## src/rtl/pdes_ctrl.sv

```systemverilog
// Run controller for a bank of PDES simulation cores: AEG register file, run/finish/timeout
// sequencing, per-channel GVT minimum reduction and CSR read-back.
module pdes_ctrl #(
   parameter int NUM_CH = 4,
   parameter int NA     = 8,
   parameter int GVT_W  = 14
) (
   input  logic                      clk,
   input  logic                      rst_n,
   input  logic                      disp_inst_vld,
   input  logic [4:0]                disp_inst,
   input  logic [17:0]               disp_aeg_idx,
   input  logic                      disp_aeg_rd,
   input  logic                      disp_aeg_wr,
   input  logic [63:0]               disp_aeg_wr_data,
   output logic [17:0]               disp_aeg_cnt,
   output logic [15:0]               disp_exception,
   output logic                      disp_idle,
   output logic                      disp_stall,
   output logic                      disp_rtn_data_vld,
   output logic [63:0]               disp_rtn_data,
   output logic [NUM_CH-1:0]         ch_rst_n,
   output logic [47:0]               ch_addr,
   input  logic [NUM_CH-1:0]         ch_done,
   input  logic [NUM_CH*GVT_W-1:0]   ch_gvt,
   input  logic                      csr_rd_vld,
   input  logic [15:0]               csr_address,
   output logic                      csr_rd_ack,
   output logic [63:0]               csr_rd_data
);

   // state    | meaning
   // IDLE     | waiting for a caep00 launch
   // RUNNING  | channels released, collecting done pulses and GVT minimum
   // FINISHED | all enabled channels reported; result written to AEG[1]
   // TIMEOUT  | cycle limit reached with channels outstanding
   typedef enum logic [1:0] {
      S_IDLE     = 2'd0,
      S_RUNNING  = 2'd1,
      S_FINISHED = 2'd2,
      S_TIMEOUT  = 2'd3
   } state_t;

   localparam int NB = $clog2(NA);

   state_t              state_q, state_d;
   logic                caep00_q;
   logic [63:0]         aeg_q [NA];
   logic [63:0]         aeg_d [NA];
   logic [NUM_CH-1:0]   done_q, done_d;
   logic [NUM_CH-1:0]   en_q, en_d;
   logic [GVT_W-1:0]    min_q, min_d;
   logic [31:0]         cnt_q, cnt_d;
   logic                sticky_q, sticky_d;
   logic [2:0]          exc_q, exc_d;
   logic                rtn_vld_q;
   logic [63:0]         rtn_data_q, rtn_data_d;
   logic                csr_ack_q;
   logic [63:0]         csr_data_q, csr_data_d;
   logic [NUM_CH-1:0]   ch_rst_n_q, ch_rst_n_d;

   logic                caep00;
   logic                idx_ok;
   logic [NB-1:0]       idx_lo;
   logic [NUM_CH-1:0]   mask_raw;
   logic [NUM_CH-1:0]   new_done;
   logic [GVT_W-1:0]    min_fold;
   logic                all_done;
   logic                tmo_hit;
   logic                res_vld;
   logic [63:0]         res;

   assign caep00   = disp_inst_vld && (disp_inst == 5'd0);
   assign idx_ok   = disp_aeg_idx < 18'(NA);
   assign idx_lo   = disp_aeg_idx[NB-1:0];
   assign mask_raw = aeg_q[2][NUM_CH-1:0];
   assign new_done = ch_done & en_q & ~done_q;

   always_comb begin
      min_fold = min_q;
      for (int i = 0; i < NUM_CH; i++) begin
         if (new_done[i] && (ch_gvt[i*GVT_W +: GVT_W] < min_fold)) min_fold = ch_gvt[i*GVT_W +: GVT_W];
      end
      // Dones arriving this cycle count toward completion.
      all_done = ((done_q | new_done) & en_q) == en_q;
      tmo_hit  = (aeg_q[3] != 64'd0) && ({32'd0, cnt_q} == aeg_q[3] - 64'd1);
   end

   always_comb begin
      state_d  = state_q;
      done_d   = done_q;
      en_d     = en_q;
      min_d    = min_q;
      cnt_d    = cnt_q;
      sticky_d = sticky_q;
      exc_d    = 3'b000;
      res_vld  = 1'b0;
      res      = 64'd0;
      case (state_q)
         S_IDLE: begin
            if (caep00_q) begin
               state_d  = S_RUNNING;
               done_d   = '0;
               cnt_d    = 32'd0;
               min_d    = '1;
               sticky_d = 1'b0;
               en_d     = (mask_raw == '0) ? '1 : mask_raw;
            end
         end
         S_RUNNING: begin
            cnt_d  = (cnt_q == '1) ? cnt_q : cnt_q + 32'd1;
            done_d = done_q | new_done;
            min_d  = min_fold;
            if (all_done) begin
               state_d = S_FINISHED;
               res_vld = 1'b1;
               res     = {{(64-GVT_W){1'b0}}, min_fold};
            end else if (tmo_hit) begin
               state_d  = S_TIMEOUT;
               res_vld  = 1'b1;
               res      = '1;
               sticky_d = 1'b1;
               exc_d[2] = 1'b1;
            end
         end
         default: state_d = S_IDLE;
      endcase
      ch_rst_n_d = (state_d == S_RUNNING) ? en_d : '0;
      exc_d[0]   = disp_inst_vld && (disp_inst != 5'd0);
      exc_d[1]   = (disp_aeg_rd || disp_aeg_wr) && !idx_ok;
   end

   always_comb begin
      aeg_d = aeg_q;
      if (res_vld) aeg_d[1] = res;
      // A dispatch write to AEG[1] overrides the run result.
      if (disp_aeg_wr && idx_ok) aeg_d[idx_lo] = disp_aeg_wr_data;
      rtn_data_d = (disp_aeg_rd && idx_ok) ? aeg_q[idx_lo] : 64'd0;
      csr_data_d = 64'd0;
      if (csr_rd_vld) begin
         case (csr_address)
            16'h0000: csr_data_d = {60'd0, state_q, 2'b00} | {63'd0, sticky_q};
            16'h0001: csr_data_d = aeg_q[1];
            16'h0002: csr_data_d = {{(64-NUM_CH){1'b0}}, done_q};
            16'h0003: csr_data_d = {32'd0, cnt_q};
            default:  csr_data_d = 64'd0;
         endcase
      end
   end

   always_ff @(posedge clk or negedge rst_n) begin
      if (!rst_n) begin
         state_q    <= S_IDLE;
         caep00_q   <= 1'b0;
         for (int i = 0; i < NA; i++) aeg_q[i] <= 64'd0;
         done_q     <= '0;
         en_q       <= '0;
         min_q      <= '0;
         cnt_q      <= 32'd0;
         sticky_q   <= 1'b0;
         exc_q      <= 3'b000;
         rtn_vld_q  <= 1'b0;
         rtn_data_q <= 64'd0;
         csr_ack_q  <= 1'b0;
         csr_data_q <= 64'd0;
         ch_rst_n_q <= '0;
      end else begin
         state_q    <= state_d;
         caep00_q   <= caep00;
         aeg_q      <= aeg_d;
         done_q     <= done_d;
         en_q       <= en_d;
         min_q      <= min_d;
         cnt_q      <= cnt_d;
         sticky_q   <= sticky_d;
         exc_q      <= exc_d;
         rtn_vld_q  <= disp_aeg_rd;
         rtn_data_q <= rtn_data_d;
         csr_ack_q  <= csr_rd_vld;
         csr_data_q <= csr_data_d;
         ch_rst_n_q <= ch_rst_n_d;
      end
   end

   assign disp_aeg_cnt      = 18'(NA);
   assign disp_exception    = {13'd0, exc_q};
   assign disp_idle         = (state_q == S_IDLE) && !caep00_q;
   assign disp_stall        = (state_q != S_IDLE) || caep00 || caep00_q;
   assign disp_rtn_data_vld = rtn_vld_q;
   assign disp_rtn_data     = rtn_data_q;
   assign ch_rst_n          = ch_rst_n_q;
   assign ch_addr           = aeg_q[0][47:0];
   assign csr_rd_ack        = csr_ack_q;
   assign csr_rd_data       = csr_data_q;

endmodule

```

## config.mk

```make
export PLATFORM = sky130hd
export DESIGN_NAME = pdes_ctrl
export DESIGN_NICKNAME = d
export VERILOG_FILES = /design/src/rtl/pdes_ctrl.sv
export SDC_FILE = /design/constraint.sdc
export NUM_CORES = 1
export LEC_CHECK = 0
export CORE_MARGIN = 8
export CORE_UTILIZATION = 50
export CTS_BUF_LIST = sky130_fd_sc_hd__clkbuf_8 sky130_fd_sc_hd__clkbuf_16
export DETAILED_ROUTE_END_ITERATION = 8
export GPL_TIMING_DRIVEN = 0
export PLACE_DENSITY = 0.72
export REMOVE_ABC_BUFFERS = 1
export SYNTH_ARGS = -nofsm -noshare
export SYNTH_HDL_FRONTEND = slang
export SYNTH_SLANG_ARGS = --single-unit
```

## constraint.sdc

```tcl
create_clock -name clk -period 11.9 [get_ports clk]
set_input_delay 1.19 -clock clk [delete_from_list [all_inputs] [get_ports clk]]
set_output_delay 1.19 -clock clk [all_outputs]
set_load 0.02 [all_outputs]
```

==> results.toml <==
[clock_tree]
cts_max_path_buffers = 3
clock-root-buffer = "sky130_fd_sc_hd__clkbuf_16"
clock_sink_count = 707
clk-insertion-delay-late_ns = 0.62
tritoncts = "yes"
hold_buffers = 0
h-tree-depth = 3
numCtsBuffers = 75
cts_setup_buffers = 0
clk_pin_slew_ns = 0.06

[worst_setup_path]
worst_path_most_repeated_cell = "sky130_fd_sc_hd__ha_1"
critical_path_arrival_ns = 11.72
cp.buffers_inverters = 3
cp.required_ns = 12.39
timing.critical_path.slowest_cell_delay_ns = 0.85
endpoint_kind = "flip-flop"
kind_of_critical_path = "input port to flip-flop"
worstRegToRegCells = 34
cp_delay_by_family_top = "compound AO/OA/AOI/OAI gates"
critical_path_peak_fanout = 28
critPathSlowestCell = "sky130_fd_sc_hd__nor4_1"
path_depth = 34
worstSetupStartpointType = "input port"

[hold_path]
worst_hold_path_type = "flip-flop to flip-flop"
min_delay_path_depth = 1

[detailed_routing]
detail_route.vias_per_cell = 6.23
drt_wl_total_um = 105000
number_of_detailed_route_iterations_in_the_first_pass = 6
avgRoutedWirePerCell_um = 26.1
detail_route.iter0.violations = 2083
dr_total_vias = 25000
drt_drc_violations_left = 0
final_antenna_net_count = 0

[timing]
hold_violations = 0
timing.max_slew.rel_slack = 0.219
timing.final.crit_period_ns = 11.22
tightestPinTransition_ns = 1.17
finalMaxSlewViolations = 0
grt_setup_unrepaired = "false"
worst_clock_skew_ns = 0.0244
fmax_mhz = 89.1
fin_crit_sh = 0.943
setup-violations-final = 0

[logic_synthesis]
postSynthCellCount = 2839
yosys.area.top_type_share = 0.532
yosys_warnings = 0
ys_async_sr_fraction = 1.00
netlist.top_cell.by_area = "sky130_fd_sc_hd__dfrtp_1"
post_syn_area_per_cell_um2 = 11.7
synthDistinctLibCells = 70
number_of_enable_flip_flop_cells_after_synthesis = 0
ys_seq_area_frac = 0.532
syn_area_um2 = 33200
top_cells_by_area_in_the_synthesized_netlist = "sky130_fd_sc_hd__dfrtp_1 53%, sky130_fd_sc_hd__mux2_2 16%, sky130_fd_sc_hd__o22ai_1 3.3%"
synth_top_flop_cell = "sky130_fd_sc_hd__dfrtp_1"
ys_ff_latch = 707

[pwr]
sequentialPowerShare = 0.425
power_density_nw_per_um2 = 147
power.internal_mw = 4.37
p_sw_mw = 1.56
comb_pwr_share = 0.152
power.static_leakage_nw = 19.4
irDropWorstVdd_mv = 0.112
swShare = 0.263
power.share.clock = 0.423
finalPower_mw = 5.93

[global_route]
globalRouteTotalUtil = 0.273
grt_pass1_wl_um = 160000
grt_overflow = 0
antenna_found_initial = 6
grt_max_degree = 128
first_global_vias = 26400

[floorplan]
die_width_um = 274
design.core.area_um2 = 65700
top_level_ports = 387
rows = 94
die_height_um = 274
start_util = 0.505
dieArea_um2 = 75000

[layout]
layout_common_cells = "707 x sky130_fd_sc_hd__dfrtp_1, 466 x sky130_fd_sc_hd__mux2_2, 353 x sky130_fd_sc_hd__clkdlybuf4s50_1"
drive_above_1_share = 0.216
area_growth_pct = 21.5
final_nets = 3306
stdcell_area_um2 = 40400
layout_commonest_cell = "sky130_fd_sc_hd__dfrtp_1"

[job]
maxCapViolCount = 0

[outcome]
run_status = "complete, no violations"

[placed_design]
place.gp.congestion = 0.887
detailed_place.area_um2 = 37700
port_buffers = 355
place.detailed.hpwl_um = 71500
[synthesized netlist by cell type (53+ instances only)]
master,number
sky130_fd_sc_hd__dfrtp_1,707
sky130_fd_sc_hd__nor2_1,166
sky130_fd_sc_hd__nor4_1,60
sky130_fd_sc_hd__nand2_1,120
sky130_fd_sc_hd__buf_4,81
sky130_fd_sc_hd__inv_1,53
sky130_fd_sc_hd__clkbuf_1,142
sky130_fd_sc_hd__mux2_2,466
sky130_fd_sc_hd__a21oi_1,114
sky130_fd_sc_hd__o21ai_0,89
sky130_fd_sc_hd__o22ai_1,175
sky130_fd_sc_hd__mux2i_1,61
[stage by stage]
stage	util	TNS, ns	hold slack (ns)	cells	setup slack [ns]
after global placement	0.557	-	0.474	3832	-20.37
after CTS	0.614	0	0.494	4010	0.0125
after detailed placement	0.573	-15.82	0.482	3877	-0.919
final	0.614	0	0.499	4013	0.677
after global routing	0.614	0	0.512	4012	0.0203
after floorplan	-	0	0.445	2613	2.27
[cell families (layout without fill, tap and decap cells)]
kind of cell	after synthesis	count (layout)	share of synthesized area
flip-flops	707	707	0.532
AND/OR/NAND/NOR	611	611	0.0952
AO/OA/AOI/OAI	560	560	0.111
multiplexers	530	530	0.178
buffers and inverters	308	586	0.0460
XOR/XNOR	74	74	0.0195
adder cells (fa/ha/maj)	47	47	0.0177
other	2	34	0.000226
[layout make-up]
class,instances,area [µm²]
antenna,3,7.51
clock buffer,93,2170
fill,5022,25400
multi-input combinational,1853,14300
timing repair buffer,400,4460
tap,864,1080
sequential,707,17700
inverter,53,199
clock inverter,40,494
[power by group through the flow]
stage | Combinational [mW] | Sequential, mW | Clock [mW]
after CTS | 0.897 | 2.52 | 2.54
after global routing | 0.993 | 2.53 | 2.64
final | 0.901 | 2.52 | 2.51
after floorplan | 0.545 | 2.54 | 0
after global placement | 0.854 | 2.57 | 0
after detailed placement | 0.888 | 2.56 | 0
[worst reg2reg max path: cells and delay by family, from the launching register on]
kind | cells | cell delay [ns]
and+or+nand+nor | 9 | 2.63
adders and majority gates | 4 | 1.10
muxes | 2 | 0.77
buffers and inverters | 3 | 0.22
DFF | 1 | 0.43
AOI/OAI and AO/OA | 16 | 5.30
[what timing repair did]
action	CTS	global route
setup endpoints to repair	10	26
gates cloned	0	0
gates resized for setup	1	3
[path summary, 6_finish.rpt]
| check | startpoint | endpoint | slack (ns) |
|---|---|---|---|
| max in group asynchronous | rst_n | aeg_q[323] | 9.08 |
| worst max register to register | min_q[2] | min_q[10] | 1.31 |
| worst max-delay path | ch_gvt[2] | min_q[10] | 0.68 |
| min in group asynchronous | rst_n | aeg_q[439] | 0.62 |
| worst min-delay path | sticky_q | sticky_q | 0.50 |
| worst min register to register | sticky_q | sticky_q | 0.50 |
[sequential cells by signal, summed over array words and instances, names as in the netlist, 2 cells and up]
signal and cells:
aeg_q 464, ch_addr 48, ch_rst_n 4, cnt_q 32, csr_rd_data 64, disp_rtn_data 64
done_q 4, en_q 4, exc_q 3, min_q 14, state_q 2
[routing by layer]
| layer | vias to the layer above | share of wire | track usage |
|---|---|---|---|
| met5 | - | 0.00037 | 0 |
| met4 | 6 | 0.034 | 0.105 |
| met3 | 238 | 0.067 | 0.0471 |
| met2 | 1023 | 0.50 | 0.467 |
| met1 | 12900 | 0.40 | 0.344 |
| li1 | 10800 | - | - |
No activity file was read; power rests on OpenSTA's default activity.
==> edit, RTL diff (same settings) <==
The 4 states of `state_t` get a Gray code encoding in 2 bits.
--- a/src/rtl/pdes_ctrl.sv
+++ b/src/rtl/pdes_ctrl.sv
@@ -36,8 +36,8 @@
    // TIMEOUT  | cycle limit reached with channels outstanding
    typedef enum logic [1:0] {
-      S_IDLE     = 2'd0,
-      S_RUNNING  = 2'd1,
-      S_FINISHED = 2'd2,
-      S_TIMEOUT  = 2'd3
+      S_IDLE     = 2'b00,
+      S_RUNNING  = 2'b01,
+      S_FINISHED = 2'b11,
+      S_TIMEOUT  = 2'b10
    } state_t;
 
Formal check against the unedited RTL: no difference found for any inputs over 4 cycles, from zero or initial values and one cycle with rst_n low; so few cycles prove little.
==> edit against the original RTL <==
Global-route usage down 1.2 points; power decreased by 0.88%; final cell count is 1.1% lower; area after synthesis is 0.57% lower; setup slack improved by 0.54 ns; sequential share of layout area increased by 0.55 points; wire length decreased by 4.0%; sequential power is 2% higher; sequential cell count unchanged; cell area fell by 1.2%; critical path depth is 1 higher; largest power group unchanged.
==> edit: results (changes against the original RTL) <==
library cells used by synthesis - 79 (+13%)
antenna violations before repair - 5 (-1)
Iteration-0 DRC Markers - 1918 (-7.9%)
register-to-register setup slack - 1.80 ns (+0.49 ns)
count of final setup violators - 0 (unchanged)
Peak supply drop - 104 uV (-7.4%)
result of the run - finished, final reports clean
CP max-delay cell - sky130_fd_sc_hd__nor3_4
largest clock skew in the final design - 0.0294 ns (+0.00501 ns)
number of buffer cells added on primary ports - 355 (unchanged)
worst setup path start - ch_gvt[11]
number of clock buffers inserted by TritonCTS - 74 (-1.3%)
share of post-route cells with drive strength above 1 - 21.6% (-0.037 points)
maximum number of pins on one net before global-route repair - 127 (-0.78%)
count of cells along the worst register-to-register path - 35 (+2.9%)
fill cell total of the finished layout - 5058 (+0.72%)
Post-layout nets - 3264 (-1.3%)
post-CTS resize count - 0 (-1)
final routed wire length divided by cell count - 25.4 um (-3.0%)
count of TritonRoute iterations in the first routing pass - 5 (-1)
actual slew at the worst max-slew pin - 1.16 ns (-0.00542 ns)
Psw - 1640 uW (+5.2%)
number of global-route vias before repair - 25895 (-1.8%)
CP peak stage delay - 0.77 ns (-0.08 ns)
register area share after synthesis - 53.5% (+0.31 points)
global-route wire length before repair - 153000 um (-4.0%)
top cells by area in the synthesized netlist - sky130_fd_sc_hd__dfrtp_1 54%, sky130_fd_sc_hd__mux2_2 15%, sky130_fd_sc_hd__o22ai_1 3.2%, sky130_fd_sc_hd__buf_4 1.9%, sky130_fd_sc_hd__nor2_1 1.9%
total leakage power - 0.0192 uW (-0.78%)
data arrival time of the critical path - 11.20 ns (-0.52 ns)
Reg2Reg Launch Point - min_q[13]
mean number of vias per cell - 6.16 (-1.1%)
ranking of synthesized cells by instance count - 707 x sky130_fd_sc_hd__dfrtp_1, 454 x sky130_fd_sc_hd__mux2_2, 168 x sky130_fd_sc_hd__o22ai_1, 164 x sky130_fd_sc_hd__nor2_1, 143 x sky130_fd_sc_hd__clkbuf_1
All-Layer GR Usage - 26.1% (-1.2 points)
HPWL after DPL - 67100 um (-6.2%)
end point of the critical path - aeg_q[392]
routability cong. - 0.888 (about the same)
## edit: kinds of logic after synthesis
logic type	Yosys count	synth area share, %
and+or+nand+nor	579	9.08
xor gates and xnor gates	68	1.80
muxes	516	17.5
DFF	707	53.5
adders and majority gates	48	1.81
other	2	0.0227
AOI/OAI and AO/OA	573	11.6
buffers and inverters	311	4.62
## edit: how the worst min path moves through the flow
stage	startpoint	to	slack, ns	cells after the start
finish	sticky_q	sticky_q	0.50	1
global route	aeg_q[148]	aeg_q[148]	0.51	1
CTS	sticky_q	sticky_q	0.49	1
detailed placement	sticky_q	sticky_q	0.48	1
global placement	sticky_q	sticky_q	0.46	1
floorplan	sticky_q	sticky_q	0.45	1
## edit: stage by stage
stage	hold WS [ns]	cells	setup slack, ns	instance area [sq um]
finish	0.496	3970	1.21	39900
global route	0.510	3970	0.695	39900
CTS	0.492	3969	1.24	39900
detailed placement	0.480	3836	0.638	37400
global placement	0.462	3792	-20.33	36400
floorplan	0.445	2573	1.32	31800
## edit: cell type report
cell class | count | area, sq um | area share [%]
flip-flops and latches | 707 | 17700 | 44.4
multi-input cells | 1815 | 14000 | 35.2
repair buffers | 399 | 4440 | 11.1
clock buffers | 84 | 2010 | 5.05
well taps | 864 | 1080 | 2.71
clock inverters | 49 | 412 | 1.03
inverters | 51 | 191 | 0.480
diodes | 1 | 2.50 | 0.00628
## edit: power groups by stage
stage	Clock (uW)	Combinational (uW)	Sequential (uW)
after global placement	0	951	2600
final	2300	1020	2560
after CTS	2330	1020	2550
after global routing	2430	1120	2560
after floorplan	0	616	2570
after detailed placement	0	1010	2600
## edit: layer usage
| metal | track usage, % | vias to the layer above | wire (um) | share of wire [%] |
|---|---|---|---|---|
| met3 | 5.08 | 222 | 6980 | 6.9 |
| met5 | 0 | - | 55 | 0.055 |
| met1 | 33.1 | 12589 | 40900 | 41 |
| li1 | - | 10694 | - | - |
| met2 | 44.4 | 960 | 49600 | 49 |
| met4 | 9.37 | 8 | 3070 | 3.1 |
## edit: critical path, delay by kind of cell
| family | cells | cell delay [ns] |
|---|---|---|
| AOI/OAI and AO/OA | 15 | 4.11 |
| and+or+nand+nor | 10 | 2.72 |
| muxes | 4 | 1.40 |
| adders and majority gates | 4 | 1.22 |
| buffers and inverters | 2 | 0.53 |
